===== src/rtl/raystore_writer_pkg.sv =====
// Shared ray store types: ray ID, packed ray vector, writer FSM encoding.
package raystore_writer_pkg;

  typedef logic [4:0] rayID_t;

  typedef struct packed {
    logic [11:0] org_x;
    logic [11:0] org_y;
    logic [11:0] dir_x;
    logic [11:0] dir_y;
  } ray_vec_t;

  typedef enum logic [0:0] {
    INIT = 1'b0,
    RUN  = 1'b1
  } raystore_writer_state_t;

endpackage


===== src/rtl/raystore_writer_rayid_fifo.sv =====
// Circular rayID FIFO with count; push into a full FIFO and pop from an empty one are ignored.
// Head data is combinational from the read pointer; a push becomes visible at the head the next cycle.
module rayid_fifo #(
  parameter int DEPTH = 32,
  parameter int WIDTH = 5
) (
  input  logic                       clk,
  input  logic                       rst,
  input  logic                       push,
  input  logic [WIDTH-1:0]           push_data,
  input  logic                       pop,
  output logic [WIDTH-1:0]           head_data,
  output logic [$clog2(DEPTH+1)-1:0] count
);

  localparam int PW = (DEPTH > 1) ? $clog2(DEPTH) : 1;
  localparam int CW = $clog2(DEPTH+1);

  logic [WIDTH-1:0] mem [DEPTH];
  logic [PW-1:0]    rd_ptr;
  logic [PW-1:0]    wr_ptr;
  logic             do_push;
  logic             do_pop;

  function automatic logic [PW-1:0] wrap_inc(input logic [PW-1:0] p);
    return (p == PW'(DEPTH-1)) ? '0 : p + 1'b1;
  endfunction

  assign do_push   = push && (count != CW'(DEPTH));
  assign do_pop    = pop && (count != '0);
  assign head_data = mem[rd_ptr];

  always_ff @(posedge clk) begin
    if (rst) begin
      rd_ptr <= '0;
      wr_ptr <= '0;
      count  <= '0;
    end else begin
      if (do_push) wr_ptr <= wrap_inc(wr_ptr);
      if (do_pop)  rd_ptr <= wrap_inc(rd_ptr);
      case ({do_push, do_pop})
        2'b10:   count <= count + 1'b1;
        2'b01:   count <= count - 1'b1;
        default: ;
      endcase
    end
  end

  // Storage needs no reset: only slots between the pointers are ever read.
  always_ff @(posedge clk) begin
    if (do_push) mem[wr_ptr] <= push_data;
  end

endmodule


===== src/rtl/raystore_writer.sv =====
// Ray store write front end: allocates a free rayID per incoming ray, writes the store, forwards ID+sideband (1-cycle latency).
// Stalls upstream while initialising, out of IDs, or held by ds_stall. RAYSTORE_WRITER_CHK_EN enables double-free detection.
module raystore_writer
  import raystore_writer_pkg::*;
#(
  parameter int SB_WIDTH = 8,
  parameter int NUM_RAYS = 2**$bits(rayID_t)
) (
  input  logic                          clk,
  input  logic                          rst,
  input  logic                          us_valid,
  input  logic [$bits(ray_vec_t)-1:0]   us_ray,
  input  logic [SB_WIDTH-1:0]           us_sb_data,
  output logic                          us_stall,
  output logic                          we,
  output logic [$bits(rayID_t)-1:0]     waddr,
  output logic [$bits(ray_vec_t)-1:0]   wdata,
  output logic                          ds_valid,
  output logic [$bits(rayID_t)-1:0]     ds_rayID,
  output logic [SB_WIDTH-1:0]           ds_sb_data,
  input  logic                          ds_stall,
  input  logic                          free_valid,
  input  logic [$bits(rayID_t)-1:0]     free_rayID,
  output logic [$clog2(NUM_RAYS+1)-1:0] free_cnt,
  output logic                          init_done,
  output logic                          err_double_free
);

  localparam int IDW = $bits(rayID_t);
  localparam logic [0:0] S_INIT = INIT;
  localparam logic [0:0] S_RUN  = RUN;

  logic [0:0]     state;
  logic [IDW-1:0] init_id;
  logic           running;
  logic           accept;
  logic           free_ok;
  logic           fl_push;
  logic [IDW-1:0] fl_push_id;
  logic [IDW-1:0] fl_head;

  assign running   = (state == S_RUN);
  assign init_done = running;
  assign us_stall  = !running || (free_cnt == '0) || (ds_valid && ds_stall);
  assign accept    = us_valid && !us_stall;

  // While initialising the counter owns the push port and frees are ignored.
  assign fl_push    = running ? (free_valid && free_ok) : 1'b1;
  assign fl_push_id = running ? free_rayID : init_id;

  always_ff @(posedge clk) begin
    if (rst) begin
      state   <= S_INIT;
      init_id <= '0;
    end else if (!running) begin
      init_id <= init_id + 1'b1;
      if (init_id == IDW'(NUM_RAYS-1)) state <= S_RUN;
    end
  end

  rayid_fifo #(
    .DEPTH (NUM_RAYS),
    .WIDTH (IDW)
  ) u_free_list (
    .clk       (clk),
    .rst       (rst),
    .push      (fl_push),
    .push_data (fl_push_id),
    .pop       (accept),
    .head_data (fl_head),
    .count     (free_cnt)
  );

  // accept implies the output slot is empty or draining this cycle, so overwrite is safe.
  always_ff @(posedge clk) begin
    if (rst) begin
      we         <= 1'b0;
      waddr      <= '0;
      wdata      <= '0;
      ds_valid   <= 1'b0;
      ds_rayID   <= '0;
      ds_sb_data <= '0;
    end else begin
      we <= accept;
      if (accept) begin
        waddr      <= fl_head;
        wdata      <= us_ray;
        ds_valid   <= 1'b1;
        ds_rayID   <= fl_head;
        ds_sb_data <= us_sb_data;
      end else if (!ds_stall) begin
        ds_valid <= 1'b0;
      end
    end
  end

`ifdef RAYSTORE_WRITER_CHK_EN
  logic [NUM_RAYS-1:0] alloc_map;

  assign free_ok = alloc_map[free_rayID];

  always_ff @(posedge clk) begin
    if (rst) begin
      alloc_map       <= '0;
      err_double_free <= 1'b0;
    end else begin
      if (running && free_valid) begin
        if (alloc_map[free_rayID]) alloc_map[free_rayID] <= 1'b0;
        else                       err_double_free       <= 1'b1;
      end
      if (accept) alloc_map[fl_head] <= 1'b1;
    end
  end
`else
  assign free_ok         = 1'b1;
  assign err_double_free = 1'b0;
`endif

endmodule


===== config.mk =====
export PLATFORM = sky130hd
export DESIGN_NAME = raystore_writer
export DESIGN_NICKNAME = d
export VERILOG_FILES = /design/src/rtl/raystore_writer_pkg.sv /design/src/rtl/raystore_writer_rayid_fifo.sv /design/src/rtl/raystore_writer.sv
export SDC_FILE = /design/constraint.sdc
export NUM_CORES = 1
export LEC_CHECK = 0
export ABC_CLOCK_PERIOD_IN_PS = 3400
export CAP_MARGIN = 20
export CORE_MARGIN = 3
export CORE_UTILIZATION = 45
export DETAILED_ROUTE_END_ITERATION = 10
export HOLD_SLACK_MARGIN = 0.05
export PLACE_DENSITY_LB_ADDON = 0.05
export SYNTH_ARGS = -nofsm -noshare
export SYNTH_HDL_FRONTEND = slang
export SYNTH_SLANG_ARGS = --single-unit

===== constraint.sdc =====
create_clock -name clk -period 3.4 [get_ports clk]
set_input_delay 0.68 -clock clk [delete_from_list [all_inputs] [get_ports clk]]
set_output_delay 0.68 -clock clk [all_outputs]
set_load 0.03 [all_outputs]

; ---- Word-level counts from Yosys, hierarchy flattened
; Memories as Yosys holds them, arrays and structs flattened. A register that Yosys moved wholly into a read port is not among the register bits.
; Index checks and enable logic that the tools add are counted.
[op_classes]
n_addsub = 5
eq_ne = 7
n_mux = 11
reduce_logical = 11
[op_table]
columns = cell, n
row1 = "adder 5 x 1 -> 5 bit, second input constant", 3
row2 = "== test 5 bit, second input constant", 3
row3 = two-way mux 5 bit, 3
row4 = case mux 6 bit (2 select lines), 1
row5 = two-way mux 1 bit, 7
row6 = "adder 6 x 1 -> 6 bit, second input constant", 1
row7 = zero test 6 bit, 1
row8 = "inequality test 6 bit, second input constant", 1
row9 = nonzero test 6 bit, 1
row10 = "subtractor 6 x 1 -> 6 bit, second input constant", 1
row11 = logical AND 1 bit, 4
row12 = "== test 2 x 1 -> 1 bit, second input constant", 1
row13 = "== test 2 bit, second input constant", 1
row14 = zero test 1 bit, 2
row15 = logical OR 1 bit, 2
row16 = "inequality test 2 x 1 -> 1 bit, second input constant", 1
row17 = nonzero test 2 bit, 1
[totals]
register_bits = 80
mem_bits_rw = 160
input_bits = 66
out_inout_bits = 77
elab_cells = 44
memories = 1
[memory_table]
columns = name, words, width, rd, rd_clocked_by_memory_dff, write_ports, line
row1 = u_free_list.mem, 32, 5, 1, 1, 1, raystore_writer_rayid_fifo.sv:19  ; logic [WIDTH-1:0] mem [DEPTH];

; ---- Longest topological paths before layout
[logic_depth]
ltp_word = 8
ltp_mapped = 13
mapped_depth_nobuf = 11

; ---- Hierarchy
; Synthesis repeated with hierarchy kept, for this count alone.
[hier_totals]
hier_cells = 784
area_unflattened_um2 = 10695.3
[by_module_without_submodules]
columns = module, instances, cells_each, area_each_um2
row1 = rayid_fifo, 1, 471, 7442.1
row2 = raystore_writer, 1, 313, 3253.1

; ---- Worst setup path after synthesis
; No wires, ideal clock.
[synth_path]
kind = flip-flop to flip-flop
start = reg u_free_list.count[0]
end = reg u_free_list.count[4]
setup_time_ps = 70
arrival_ps = 3245
required_ps = 3330
slack_ps = 84
stages_incl_launch_ff = 13
path_buffers = 2
cell_sequence = dfxtp_1 or4_4 o311ai_4 inv_2 buf_6 buf_2 ha_1 ha_1 nor2b_1 o21a_1 o21ai_0 or3b_2 a21oi_1
[synth_between]
elab_chain_cells = 8
word_cells_on_any_way = 15
classes_between = add/sub (2) / eq/ne (3) / mux (1) / reduce/logical (9)
[synth_lines]
columns = element, line
row1 = "start, declared", raystore_writer_rayid_fifo.sv:13  ; output logic [$clog2(DEPTH+1)-1:0] count
row2 = "start signal, assigned", raystore_writer_rayid_fifo.sv:42  ; 2'b10: count <= count + 1'b1;
row3 = "start signal, assigned", raystore_writer_rayid_fifo.sv:43  ; 2'b01: count <= count - 1'b1;
row4 = zero test 6 bit, raystore_writer.sv:44  ; assign us_stall = !running || (free_cnt == '0) || (ds_valid && ds_stall);
row5 = logical OR 1 bit (2 in series), raystore_writer.sv:44
row6 = zero test 1 bit, raystore_writer.sv:45  ; assign accept = us_valid && !us_stall;
row7 = logical AND 1 bit, raystore_writer.sv:45
row8 = logical AND 1 bit (*), raystore_writer_rayid_fifo.sv:30  ; assign do_pop = pop && (count != '0);
row9 = net u_free_list.do_pop, raystore_writer_rayid_fifo.sv:23  ; logic do_pop;
row10 = == test 2 x 1 -> 1 bit or == test 2 bit (tied branches), raystore_writer_rayid_fifo.sv:41  ; case ({do_push, do_pop})
row11 = case mux 6 bit (2 select lines) or nonzero test 2 bit (tied branches), -
; Mark *: on every way through the listed nets, which the timed path passes. The rest lies on a longest branch.
; A chain may end at the register's enable or synchronous reset.

; ---- Final worst setup path
[layout_path]
start = reg u_free_list.count[0]
end = out us_stall
[layout_between]
elab_chain_cells = 3
[layout_lines]
columns = element, line
row1 = zero test 6 bit, raystore_writer.sv:44
row2 = logical OR 1 bit (2 in series), raystore_writer.sv:44
row3 = "end, declared", raystore_writer.sv:14  ; output logic us_stall,
; No other way between the ends.

==> results.json <==
{
  "startpoint_type": "flop",
  "cp_max_fo": 5,
  "crit_path_start": "u_free_list.count[0]$_SDFFE_PP0P_",
  "hold_start": "wdata[31]$_SDFFE_PP0P_",
  "cp-end-kind": "primary output",
  "yosys-top-cells-area": "edfxtp_1, dfxtp_1, mux4_2",
  "path_cells": "or4_4 -> o31ai_1 -> clkdlybuf4s50_1",
  "drv_slew": 0,
  "synth-seq-cells": 245,
  "grt_max_degree": 69,
  "hold_path.class": "reg -> reg",
  "die_h_um": 154,
  "power.total_mw": 6.04,
  "slowest_delay_ns": 0.70,
  "postCtsSetupBuffers": 0,
  "die_x_um": 154,
  "setup_viol": 0,
  "rsz0062_at_grt": "false",
  "yosysMostFrequentCell": "edfxtp_1",
  "powerDensity_nw_per_um2": 496,
  "antenna_found_initial": 0,
  "clk_pin_slew_worst_paths_ns": 0.06,
  "cts_made_buffers": 26,
  "floorplan.core_area_sq_um": 21200,
  "final_cell_count_no_fill": 1167,
  "avgViaCountPerCell": 5.35,
  "start_util_pct": 46.3,
  "r2r-start": "u_free_list.count[0]$_SDFFE_PP0P_",
  "cp.required_ns": 2.72,
  "max-cap-violations": 0,
  "yosysUniqueCellTypes": 53,
  "rows": 53,
  "worst-slew-pin-transition_ns": 0.717,
  "grt_pass1_wl_um": 34900,
  "synth_edf_count": 160,
  "clockRootBuffer": "clkbuf_16",
  "peakVddDrop_v": 0.000359,
  "fin_crit_sh_pct": 88.7,
  "synth_warnings": 0,
  "critPathBufInv": 1,
  "dp_cells": 1120,
  "wl_um": 22500,
  "grt_pass1_vias": 6429,
  "crit_type": "reg -> out",
  "p_leak_nw": 4.03,
  "n_antenna_cell": 0,
  "cpMaxStageDelayCell": "clkdlybuf4s50_1",
  "clkSinkCount": 245,
  "hold_violations": 0,
  "drc": 0,
  "synthesis.nets": 823,
  "status": "finished clean",
  "cts_resized": 0,
  "synth_largest_area_cell": "edfxtp_1",
  "syn_to_final_growth_pct": 23.9,
  "place_congestion": 0.865,
  "finalClockSkew_ns": 0.0144,
  "clock_path_buffers": 3,
  "antenna_left": 0,
  "synthArstFlopShare_pct": 0,
  "slew_headroom_pct": 52.2,
  "cp.arrival_ns": 2.34,
  "grt_overflow": 0,
  "ios": 143,
  "cts_tree": "done",
  "ys_seq_area_share_pct": 66.2,
  "clk_latency_ns": 0.53,
  "drive_gt1_share_pct": 10.9,
  "drt_pass1_iterations": 4,
  "clock.fmax_mhz": 331,
  "yosys-top-cells-count": "edfxtp_1, nand2_1, dfxtp_1",
  "cts-htree-levels": 1,
  "wl_per_cell_um": 19.3,
  "ys.flop_type": "edfxtp_1",
  "vias": 6245,
  "io_buffers": 141,
  "dp_hpwl_um": 14700,
  "groute.usage.overall_pct": 18.5,
  "fin_crit_ns": 3.02,
  "holdBufCountCts": 0,
  "avgSynthCellArea_sq_um": 13.3,
  "synth.top_cell.area_share_pct": 48.9,
  "syn_area_sq_um": 9830,
  "syn_inst": 742,
  "drt_iter0_drc": 398,
  "nets": 954,
  "crit_family": "buffers and inverters",
  "dieArea_sq_um": 23700
}
## through the flow
step	area [sq um]	TNS (ns)	setup slack, ns	hold slack, ns	util [%]
after floorplan	9830	0	0.0844	0.489	-
after global placement	11400	0	0.0566	0.441	53.8
after detailed placement	11400	-0.0238	-0.0238	0.447	53.8
after CTS	12200	0	0.349	0.454	57.4
after global routing	12200	0	0.276	0.470	57.4
final	12200	0	0.383	0.453	57.4
## worst reg2reg max path, stage by stage, from the launching register on
cell and delay (ns):
dfxtp_1 0.35, or4_4 0.57, o311ai_4 0.25, inv_2 0.07
ha_1 0.25, ha_1 0.34, nor2b_1 0.15, o21a_1 0.17
o21ai_0 0.14, or3b_2 0.45, a21oi_1 0.15
## report_power, final
part           switching (mW)  internal (mW)  leakage (nW)
clock                    1.10           1.48         0.383
combinational           0.130          0.115          1.48
sequential             0.0201           3.20          2.17
total                    1.25           4.80          4.03
## worst paths after layout
path                                       endpoint  slack (ns)  depth (start not counted)
setup reg to reg  u_free_list.count[4]$_SDFFE_PP0P_        0.44                         10
setup / recovery                           us_stall        0.38                          3
hold / removal               wdata[31]$_SDFFE_PP0P_        0.45                          2
hold reg to reg              wdata[31]$_SDFFE_PP0P_        0.45                          2
## sequential cells by signal, summed over array words and instances, names as in the netlist
name,count
ds_rayID,5
u_free_list.rd_ptr,5
u_free_list.count,6
ds_sb_data,8
ds_valid,1
u_free_list.mem,160
init_id,5
u_free_list.wr_ptr,5
init_done,1
we,1
wdata,48
## per-layer routing
metal / vias up / routed length [um] / GRT usage [%]
met1: 3063 / 9130 / 24.1
met3: 38 / 1340 / 3.10
li1: 2960 / - / -
met4: 0 / 526 / 5.51
met2: 184 / 11500 / 32.1
met5: - / 0 / 0
## cell families after synthesis
logic type	synth area share (%)
compound gates	7.34
simple gates	10.6
other cells	0.0381
buf+inv	3.07
flops	66.2
fa+ha+maj	1.98
xor+xnor	0.534
mux	10.3
## final cells by class
class	instances	area, sq um
Clock inverter	14	98.8
Tap cell	275	344
Sequential cell	245	6510
Timing Repair Buffer	151	1490
Fill cell	1697	9030
Inverter	10	37.5
Multi-Input combinational cell	439	3030
Clock buffer	33	677
## placed cells by master, fill, tap and decap left out, types with 3 or more instances in the layout
| master | instances |
|---|---|
| o221ai_1 | 6 |
| nor3_1 | 6 |
| a211oi_1 | 9 |
| dfxtp_1 | 84 |
| and3_1 | 3 |
| nand2b_1 | 4 |
| clkbuf_16 | 26 |
| mux4_2 | 34 |
| nand3_1 | 3 |
| xor2_1 | 3 |
| inv_1 | 8 |
| a31oi_1 | 4 |
| clkbuf_1 | 7 |
| nor2_1 | 63 |
| nand2_1 | 135 |
| and2_1 | 4 |
| edfxtp_1 | 160 |
| buf_4 | 9 |
| mux2i_1 | 18 |
| ha_1 | 14 |
| clkdlybuf4s50_1 | 140 |
| clkinv_2 | 6 |
| a21oi_1 | 71 |
| o21ai_0 | 6 |
| xnor2_1 | 3 |
| nand3b_1 | 4 |
| o22ai_1 | 7 |
| mux2_2 | 6 |
| nor2b_1 | 5 |
| a211o_1 | 3 |
| clkinv_1 | 6 |
Power figures use the tool's default switching activity.
